<file path="src/rtl/hps_dma_bridge.sv">
// HPS disk DMA word requests -> Avalon-MM master; the HPS is stalled via ioctl_wait while a request is open.
// Optional burst-read prefetch buffer is built only when DMA_PREFETCH_EN is defined.
module hps_dma_bridge #(
  parameter int DW       = 32,
  parameter int AW       = 32,
  parameter int BURST    = 4,
  parameter int LED_HOLD = 4500000
) (
  input  logic          clk_sys,
  input  logic          reset_n,
  input  logic [AW-1:0] dma_addr,
  input  logic          dma_rd,
  input  logic          dma_wr,
  input  logic [DW-1:0] dma_dout,
  input  logic          dma_device,
  input  logic          abort,
  output logic [DW-1:0] dma_din,
  output logic          ioctl_wait,
  output logic          overrun,
  output logic [AW-1:0] avm_address,
  output logic          avm_read,
  output logic          avm_write,
  output logic [DW-1:0] avm_writedata,
  output logic [DW/8-1:0] avm_byteenable,
  output logic [7:0]    avm_burstcount,
  input  logic          avm_waitrequest,
  input  logic [DW-1:0] avm_readdata,
  input  logic          avm_readdatavalid,
  output logic          led_fdd,
  output logic          led_hdd
);
  localparam int BE = DW / 8;
  localparam int BL = $clog2(BE);
  localparam int CW = $clog2(BURST) + 1;
  localparam int LW = $clog2(LED_HOLD + 1);
`ifdef DMA_PREFETCH_EN
  localparam int WL  = $clog2(BURST);
  localparam int BLK = BL + WL;
  localparam logic [CW-1:0] NBEAT = CW'(BURST);
`else
  localparam logic [CW-1:0] NBEAT = CW'(1);
`endif

  typedef enum logic [2:0] {IDLE, RD_REQ, RD_BEAT, WR_REQ, DRAIN} state_t;

  state_t        state_q, state_d;
  logic          wait_q, wait_d, ovr_q, ovr_d, rd_q, rd_d, wr_q, wr_d, abt_q, abt_d;
  logic [AW-1:0] addr_q, addr_d;
  logic [DW-1:0] wdata_q, wdata_d, din_q, din_d;
  logic [7:0]    bc_q, bc_d;
  logic [CW-1:0] cnt_q, cnt_d, idx_q, idx_d;
  logic [LW-1:0] ledf_q, ledh_q;
  logic          accept;
  logic          unused_lsb;

  assign unused_lsb = ^dma_addr[BL-1:0];

`ifdef DMA_PREFETCH_EN
  logic              vld_q, vld_d;
  logic [AW-BLK-1:0] tag_q, tag_d;
  logic [DW-1:0]     buf_q [BURST];
  logic              hit;

  assign hit = vld_q && (dma_addr[AW-1:BLK] == tag_q);

  always_ff @(posedge clk_sys) begin
    if (state_q == RD_BEAT && avm_readdatavalid) buf_q[cnt_q[WL-1:0]] <= avm_readdata;
  end
`endif

  always_comb begin
    state_d = state_q;
    wait_d  = wait_q;
    ovr_d   = ovr_q;
    rd_d    = rd_q;
    wr_d    = wr_q;
    abt_d   = abt_q;
    addr_d  = addr_q;
    wdata_d = wdata_q;
    din_d   = din_q;
    bc_d    = bc_q;
    cnt_d   = cnt_q;
    idx_d   = idx_q;
    accept  = 1'b0;
`ifdef DMA_PREFETCH_EN
    vld_d   = vld_q;
    tag_d   = tag_q;
`endif
    if ((dma_rd || dma_wr) && wait_q) ovr_d = 1'b1;
    case (state_q)
      IDLE: begin
        // wait_q can only be high here for the single cycle of a buffer hit
        wait_d = 1'b0;
        if (!wait_q && dma_wr) begin
          accept  = 1'b1;
          if (dma_rd) ovr_d = 1'b1;
          state_d = WR_REQ;
          wait_d  = 1'b1;
          wr_d    = 1'b1;
          addr_d  = {dma_addr[AW-1:BL], {BL{1'b0}}};
          wdata_d = dma_dout;
          bc_d    = 8'd1;
`ifdef DMA_PREFETCH_EN
          if (dma_addr[AW-1:BLK] == tag_q) vld_d = 1'b0;
`endif
        end else if (!wait_q && dma_rd) begin
          accept = 1'b1;
          wait_d = 1'b1;
          abt_d  = 1'b0;
`ifdef DMA_PREFETCH_EN
          if (hit) begin
            din_d = buf_q[dma_addr[BLK-1:BL]];
          end else begin
            state_d = RD_REQ;
            rd_d    = 1'b1;
            addr_d  = {dma_addr[AW-1:BLK], {BLK{1'b0}}};
            bc_d    = 8'(BURST);
            idx_d   = {1'b0, dma_addr[BLK-1:BL]};
            vld_d   = 1'b0;
            tag_d   = dma_addr[AW-1:BLK];
          end
`else
          state_d = RD_REQ;
          rd_d    = 1'b1;
          addr_d  = {dma_addr[AW-1:BL], {BL{1'b0}}};
          bc_d    = 8'd1;
          idx_d   = '0;
`endif
        end
      end
      WR_REQ: begin
        if (!avm_waitrequest) begin
          wr_d    = 1'b0;
          wait_d  = 1'b0;
          state_d = IDLE;
        end
      end
      RD_REQ: begin
        // an abort cannot retract a posted command; remember it until acceptance
        if (abort) abt_d = 1'b1;
        if (!avm_waitrequest) begin
          rd_d    = 1'b0;
          cnt_d   = '0;
          state_d = (abort || abt_q) ? DRAIN : RD_BEAT;
        end
      end
      RD_BEAT, DRAIN: begin
        if (avm_readdatavalid) begin
          cnt_d = cnt_q + CW'(1);
          if (state_q == RD_BEAT && cnt_q == idx_q) din_d = avm_readdata;
          if (cnt_d == NBEAT) begin
            state_d = IDLE;
            wait_d  = 1'b0;
`ifdef DMA_PREFETCH_EN
            vld_d   = (state_q == RD_BEAT) && !abort;
`endif
          end
        end
        if (abort && state_q == RD_BEAT && state_d == RD_BEAT) state_d = DRAIN;
      end
      default: state_d = IDLE;
    endcase
`ifdef DMA_PREFETCH_EN
    if (abort && state_q != IDLE) vld_d = 1'b0;
`endif
  end

  always_ff @(posedge clk_sys or negedge reset_n) begin
    if (!reset_n) begin
      state_q <= IDLE;
      wait_q  <= 1'b0;
      ovr_q   <= 1'b0;
      rd_q    <= 1'b0;
      wr_q    <= 1'b0;
      abt_q   <= 1'b0;
      addr_q  <= '0;
      wdata_q <= '0;
      din_q   <= '0;
      bc_q    <= '0;
      cnt_q   <= '0;
      idx_q   <= '0;
`ifdef DMA_PREFETCH_EN
      vld_q   <= 1'b0;
      tag_q   <= '0;
`endif
    end else begin
      state_q <= state_d;
      wait_q  <= wait_d;
      ovr_q   <= ovr_d;
      rd_q    <= rd_d;
      wr_q    <= wr_d;
      abt_q   <= abt_d;
      addr_q  <= addr_d;
      wdata_q <= wdata_d;
      din_q   <= din_d;
      bc_q    <= bc_d;
      cnt_q   <= cnt_d;
      idx_q   <= idx_d;
`ifdef DMA_PREFETCH_EN
      vld_q   <= vld_d;
      tag_q   <= tag_d;
`endif
    end
  end

  always_ff @(posedge clk_sys or negedge reset_n) begin
    if (!reset_n) begin
      ledf_q <= '0;
      ledh_q <= '0;
    end else begin
      if (accept && !dma_device) ledf_q <= LW'(LED_HOLD);
      else if (ledf_q != '0)     ledf_q <= ledf_q - LW'(1);
      if (accept && dma_device)  ledh_q <= LW'(LED_HOLD);
      else if (ledh_q != '0)     ledh_q <= ledh_q - LW'(1);
    end
  end

  assign dma_din        = din_q;
  assign ioctl_wait     = wait_q;
  assign overrun        = ovr_q;
  assign avm_address    = addr_q;
  assign avm_read       = rd_q;
  assign avm_write      = wr_q;
  assign avm_writedata  = wdata_q;
  assign avm_burstcount = bc_q;
  assign avm_byteenable = {BE{rd_q | wr_q}};
  assign led_fdd        = (ledf_q != '0);
  assign led_hdd        = (ledh_q != '0);
endmodule

</file>
<file path="config.mk">
export PLATFORM = sky130hd
export DESIGN_NAME = hps_dma_bridge
export DESIGN_NICKNAME = d
export VERILOG_FILES = /design/src/rtl/hps_dma_bridge.sv
export SDC_FILE = /design/constraint.sdc
export NUM_CORES = 1
export LEC_CHECK = 0
export CAP_MARGIN = 20
export CORE_ASPECT_RATIO = 2
export CORE_UTILIZATION = 46
export DETAILED_ROUTE_END_ITERATION = 8
export GPL_TIMING_DRIVEN = 0
export PLACE_DENSITY = 0.83
export SLEW_MARGIN = 20
export SYNTH_ARGS = -nofsm -noshare
export SYNTH_HDL_FRONTEND = slang
export SYNTH_SLANG_ARGS = --single-unit
export TNS_END_PERCENT = 50
</file>
<file path="constraint.sdc">
create_clock -name clk_sys -period 2.7 [get_ports clk_sys]
set_input_delay 0.675 -clock clk_sys [delete_from_list [all_inputs] [get_ports clk_sys]]
set_output_delay 0.675 -clock clk_sys [all_outputs]
set_load 0.02 [all_outputs]
</file>
==> results of run 1 <==
[worst max-delay path by stage]
stage | slack (ns) | from | to
floorplan | 0.42 | ledh_q[19] | led_hdd
global placement | -4.88 | reset_n | avm_writedata[14]
detailed placement | -0.30 | ledh_q[11] | led_hdd
CTS | -0.10 | ledh_q[20] | led_hdd
global route | -0.05 | ledh_q[19] | led_hdd
finish | -0.002 | ledh_q[19] | led_hdd
[report_power, final]
part           switching, uW  total, uW  internal, uW
clock                    933       2410          1470
sequential               646       3860          3220
combinational           2480       5060          2580
[layer usage]
layer  GRT usage, %  vias to the layer above  wire length, um
met5              0                        -                0
met4           13.2                        0              677
met3           6.92                       57             1070
met2           45.5                      221            10300
met1           25.0                     2636             6150
li1               -                     2430                -
[through the flow]
stage	total power, uW	TNS (ns)	instance area [um^2]	std cells
floorplan	6540	0	6750	554
global placement	8650	-738.49	9060	952
detailed placement	8910	-0.492	9090	953
CTS	11400	-0.117	9760	990
global route	11900	-0.0927	9850	995
finish	11300	-0.00234	9850	995
[layout by cell type (no fill, tap or decap), drive strengths merged, types with 3 or more instances in the layout]
master           n
nand3           11
mux2            94
buf             36
a21oi           14
o41ai            3
a31oi            3
inv             10
o31ai            9
clkdlybuf4s50  203
dfrtp          152
clkinv           7
a211oi           4
nand2           20
o21ai           14
nor2            38
nor2b            5
clkbuf          33
or3             12
xnor2           13
nor3            15
nand4            7
a2111oi          3
conb             9
or4             11
mux2i            6
xor2            10
nand2b           4
or2              4
nor4            15
o211ai           4
and2             5
bufinv           3
ha               5
[what timing repair did]
item,4_1_cts,5_1_grt
pin swaps,4,7
setup buffers,7,5
setup endpoints to repair,2,2
gates resized for setup,16,10
hold buffers,0,0
[logic make-up (layout without fill, tap and decap cells)]
group           Yosys count  after routing
simple gates            156            156
flops                   152            152
mux                     100            100
compound gates           63             63
buf+inv                  45            294
xor+xnor                 23             23
fa+ha+maj                 6              6
other cells               1              9
[sequential cells by signal, summed over array words and instances (netlist names)]
signal and flops:
state_q 3, avm_read 1, overrun 1, ledf_q 23, cnt_q 3, abt_q 1, ledh_q 23, avm_writedata 32
avm_write 1, dma_din 32, avm_address 30, ioctl_wait 1, avm_burstcount 1
[area by class of cell]
cell class	count	share of cell area, %
inverters	10	0.381
well taps	192	2.44
flip-flops and latches	152	38.6
repair buffers	219	22.2
clock buffers	20	4.54
multi-input cells	357	28.4
plain buffers	33	1.83
clock inverters	12	1.54
[critical path: cells and delay by family (launching register included)]
family	cells	cell delay [ns]
AND/OR/NAND/NOR	3	1.07
flip-flops	1	0.39
buffers and inverters	1	0.14
==> reports/metrics.csv, run 1 <==
stage,metric,value,unit
status,status,"complete, but fails checks",
status,violations,negative setup slack,
floorplanning,initial_utilization,46.9,%
critical_path,worstPathRequired,2.03,ns
critical_path,r2r-end,ledf_q[6],
critical_path,path_cells,or3_4 > or3_4 > or3_4 > buf_6,
timing,finalSetupViolCount,1,
timing,finalHoldViolCount,0,
timing,setup_slack,-0.00234,ns
synthesis,synthMuxAreaShare,16.6,%
cells_and_area,layout-drive-gt1-share,23.2,%
pwr,p_per_area,1150,mW/mm^2
route,drcViolationCount,0,
clock_tree,cts_buffers,17,
critical_path,r2r_slack,0.22,ns
route,vias_per_cell,5.37,
critical_path,worst_setup_path_start_kind,register,
timing,grt_setup_unrepaired,yes,
global_routing,grtUsageTotal,25.1,%
synthesis,synthSimpleGateAreaFrac,12.9,%
timing,fin_crit,2.70,ns
pwr,worst_ir_drop_vdd,0.852,mV
global_routing,grt_pass1_vias,5800,
synthesis,syn_inst,546,
placed_design,dpl_worst_slack,-0.297,ns
floorplanning,coreArea,0.0144,mm^2
cells_and_area,n_fill_cell,1012,
timing,worstMarginPinSlew,0.824,ns
synthesis,synth.most_common_cell,dfrtp_1,
critical_path,worstPathArrival,2.03,ns
timing,fin_crit_sh,100,%
route,wl_per_cell,18.3,um
placed_design,gp_congestion,0.908,
global_routing,grt_max_degree,91,
clock_tree,clk_pin_slew_worst_paths,0.07,ns
global_routing,grt_first_pass_wirelength,28.7,mm
global_routing,antenna_found_initial,0,
cells_and_area,final-seq-area,0.00380,mm^2
critical_path,crit_top_cell,or3_4,
cells_and_area,syn_to_final_growth,46.4,%
critical_path,slowest_stage,dfrtp_1,
critical_path,cp_slowest_stage_delay,0.39,ns
synthesis,synth_xor_xnor_area_share,3.00,%
clock_tree,clk_latency,0.43,ns
synthesis,ys.flop_type,dfrtp_1,
timing,hold_slack,0.186,ns
synthesis,yosysTopAreaCell,dfrtp_1,
cells_and_area,final_core_util,68.6,%
placed_design,dpl.hpwl,13.2,mm
clock_tree,htreeDepth,4,
synthesis,synth_compound_area_share,6.40,%
pwr,cellLeakagePower,0.00406,uW
clock_tree,cts_tree,yes,
cells_and_area,nets,899,
placed_design,port-buffer-count,206,
timing,slew_headroom,43.7,%
hold_path,min_path_type,primary input to asynchronous set/reset pin,
timing,clock_skew,0.0159,ns
synthesis,synth_cell_types,55,
clock_tree,clk_path_buf_depth,2,
cells_and_area,antennaDiodeCount,0,
synthesis,netlist.area_leader.share,56.6,%
synthesis,synth-seq-cells,152,
route,vias,5344,
clock_tree,cts_sinks,152,
critical_path,path_class,register to output port,
flow_run,drv_cap,0,
synthesis,synth_edf_count,0,
route,ant_nets,0,
floorplanning,dieWidth,87.5,um
critical_path,r2r-start,ledf_q[1],
synthesis,synth_top_family_by_area,multiplexers,
synthesis,seq_area_frac_synth,56.6,%
synthesis,synth_adder_area_share,1.08,%
synthesis,syn-mean-instance-area,12.3,um^2
synthesis,synth.cell_area,0.00672,mm^2
synthesis,netlist_top_cells_count,"dfrtp_1 (152), mux2_2 (94), nor2_1 (37), nand2_1 (20)",
timing,fmax,370,MHz
floorplanning,boundaryPins,218,
critical_path,endpoint_kind,output port,
floorplanning,die_y,173,um
cells_and_area,multi_input_area,0.00280,mm^2
route,routed_wl,18.2,mm
global_routing,grt_overflow,0,
timing,final_max_slew_viol_count,0,
route,first_pass_iters,8,
critical_path,worstRegToRegCells,7,
floorplanning,dieArea,0.0151,mm^2
critical_path,path_max_fanout,2,
route,drt_iter0_markers,269,
synthesis,yosysWarningCount,0,
synthesis,synth.area.top_cells,"dfrtp_1 (57%), mux2_2 (16%), nor2_1 (2.1%)",
floorplanning,rows,62,
synthesis,async_flop_share,100,%
clock_tree,cts_root_buffer,clkbuf_16,
No activity file was read; power rests on OpenSTA's default activity.
==> run 2: changes to the inputs <==
--- a/config.mk
+++ b/config.mk
@@ -7,10 +7,10 @@
 export LEC_CHECK = 0
 export CAP_MARGIN = 20
 export CORE_ASPECT_RATIO = 2
-export CORE_UTILIZATION = 46
+export CORE_UTILIZATION = 40
 export DETAILED_ROUTE_END_ITERATION = 8
 export GPL_TIMING_DRIVEN = 0
-export PLACE_DENSITY = 0.83
+export PLACE_DENSITY = 0.74
 export SLEW_MARGIN = 20
 export SYNTH_ARGS = -nofsm -noshare
 export SYNTH_HDL_FRONTEND = slang
==> reports/metrics.csv, run 2 (synthesis results as in run 1) <==
stage,metric,value,unit,change
cells_and_area,nets,893,,was 899
cells_and_area,layout-drive-gt1-share,22.5,%,was 23.2%
timing,finalSetupViolCount,1,,unchanged
timing,grt_setup_unrepaired,yes,,unchanged
status,status,"complete, but fails checks",,unchanged
status,violations,negative setup slack,,unchanged
floorplanning,boundaryPins,218,,unchanged
critical_path,path_max_fanout,5,,was 2
route,wl_met1,5.97,mm,was 6.15 mm
timing,clock_skew,0.00950,ns,was 0.0159 ns
clock_tree,cts_root_buffer,clkbuf_16,,unchanged
clock_tree,htreeDepth,4,,unchanged
cells_and_area,mostFrequentLayoutCell,clkdlybuf4s50_1,,unchanged
clock_tree,clk_pin_slew_worst_paths,0.06,ns,was 0.07 ns
critical_path,worst_setup_path_start_kind,register,,unchanged
global_routing,grt_first_pass_wirelength,27.6,mm,was 28.7 mm
timing,finalHoldViolCount,0,,unchanged
floorplanning,dieWidth,93.7,um,was 87.5 um
clock_tree,cts_tree,yes,,unchanged
route,wl_per_cell,17.3,um,was 18.3 um
pwr,worst_ir_drop_vdd,0.755,mV,was 0.852 mV
floorplanning,rows,66,,was 62
route,routed_wl,17.3,mm,was 18.2 mm
clock_tree,cts_sinks,152,,unchanged
cells_and_area,final_cell_mix,"clkdlybuf4s50_1 (203), dfrtp_1 (152), mux2_2 (94)",,"was clkdlybuf4s50_1 (203), dfrtp_1 (151), mux2_2 (94)"
placed_design,dpl.hpwl,13.0,mm,was 13.2 mm
cells_and_area,syn_to_final_growth,45.1,%,was 46.4%
placed_design,gp_congestion,0.877,,was 0.908
global_routing,antenna_found_initial,0,,unchanged
clock_tree,clk_latency,0.42,ns,was 0.43 ns
timing,worstMarginPinSlew,0.694,ns,was 0.824 ns
route,top_layer,met4,,unchanged
pwr,cellLeakagePower,0.00399,uW,was 0.00406 uW
clock_tree,cts_hold_buf,0,,unchanged
floorplanning,die_y,185,um,was 173 um
placed_design,port-buffer-count,206,,unchanged
global_routing,grt_max_degree,91,,unchanged
critical_path,worstPathRequired,2.03,ns,about the same
route,vias,5315,,was 5344
global_routing,grtUsageTotal,20.8,%,was 25.1%
cells_and_area,antennaDiodeCount,0,,unchanged
timing,fin_crit_sh,105,%,was 100%
route,wl_met2,9.89,mm,was 10.3 mm
clock_tree,clk_path_buf_depth,2,,unchanged
placed_design,dpl_worst_slack,-0.294,ns,was -0.297 ns
route,drcViolationCount,0,,unchanged
cells_and_area,final_area,0.00976,mm^2,was 0.00985 mm^2
route,ant_nets,0,,unchanged
floorplanning,initial_utilization,41.1,%,was 46.9%
timing,fin_crit,2.84,ns,was 2.70 ns
global_routing,grt_pass1_vias,5600,,was 5800
critical_path,path_class,register to output port,,unchanged
critical_path,worstPathArrival,2.17,ns,was 2.03 ns
pwr,p_per_area,1140,mW/mm^2,was 1150 mW/mm^2
critical_path,r2r_slack,0.44,ns,was 0.22 ns
timing,fmax,352,MHz,was 370 MHz
route,routed-wl-met3,915,um,was 1.07 mm
route,vias_per_cell,5.31,,was 5.37
timing,setup_slack,-0.143,ns,was -0.00234 ns
timing,slew_headroom,53.3,%,was 43.7%
flow_run,drv_cap,0,,unchanged
floorplanning,dieArea,0.0174,mm^2,was 0.0151 mm^2
route,drt_iter0_markers,223,,was 269
cells_and_area,final_core_util,59.7,%,was 68.6%
timing,final_max_slew_viol_count,0,,unchanged
placed_design,placed_cell_area,0.00910,mm^2,was 0.00909 mm^2
floorplanning,coreArea,0.0164,mm^2,was 0.0144 mm^2
clock_tree,cts_buffers,17,,unchanged
critical_path,endpoint_kind,output port,,unchanged
hold_path,min_path_type,primary input to asynchronous set/reset pin,,unchanged
route,first_pass_iters,5,,was 8
global_routing,grt_overflow,0,,unchanged
[run 2: changes by cell type in the layout (fill, tap and decap cells not counted), sizes merged]
cell	before	now
clkbuf	33	31
buf	36	30
clkinvlp	2	6
inv	10	12
bufinv	3	1
clkinv	7	5
[run 2: per-stage QoR]
stage	TNS [ns]	power (uW)	hold slack (ns)	cells
floorplan	0	6540	0.379	554
global placement	-756.01	8680	0.456	964
detailed placement	-0.548	8880	0.453	965
CTS	-0.160	11200	0.189	999
global route	-0.261	11700	0.212	1001
finish	-0.143	11100	0.176	1001
[run 2: final cells by class]
cell class,count,area [um^2]
plain buffers,34,191
clock buffers,18,439
clock inverters,14,125
fillers,1344,6590
inverters,10,37.5
multi-input cells,357,2780
flip-flops and latches,152,3800
well taps,204,255
repair buffers,212,2130
[run 2: metal layers]
metal,vias to the layer above,GRT usage [%]
li1,2422,-
met1,2661,21.1
met2,188,38.1
met3,44,5.17
met4,0,10.8
met5,-,0
[run 2: worst max-delay path, stage by stage, from the launching register on]
cell and delay (ns):
dfrtp_1 0.40, or3_4 0.39, or3_4 0.37, or3_1 0.33, buf_6 0.14, buf_6 0.12
[run 2: timing repair]
item                                    CTS  global route
endpoints found under the hold margin     0             0
gates resized for setup                  18             3
endpoints found under the setup margin    2             2
pin swaps                                 3             0
setup buffers                             3             2
[run 2: where the power goes]
part,switching (uW),internal (uW)
clock network,964,1290
logic,2420,2570
registers,637,3220
[run 2: worst paths after layout]
path | startpoint | end | depth (start not counted)
worst max register to register | state_q[0] | ledh_q[19] | 7
max in group asynchronous | reset_n | dma_din[13] | 2
worst max-delay path | ledh_q[19] | led_hdd | 5
min in group clk_sys | avm_burstcount[0] | avm_burstcount[0] | 1
worst min-delay path | reset_n | avm_address[30] | 1
worst min register to register | avm_burstcount[0] | avm_burstcount[0] | 1
==> run 3: changes to the inputs <==
--- a/config.mk
+++ b/config.mk
@@ -9,6 +9,7 @@
 export CORE_ASPECT_RATIO = 2
 export CORE_UTILIZATION = 40
 export DETAILED_ROUTE_END_ITERATION = 8
+export GPL_ROUTABILITY_DRIVEN = 0
 export GPL_TIMING_DRIVEN = 0
 export PLACE_DENSITY = 0.74
 export SLEW_MARGIN = 20
==> results of run 3 <==
Same layout as run 2: the final DEF is identical, and so are final timing and power.
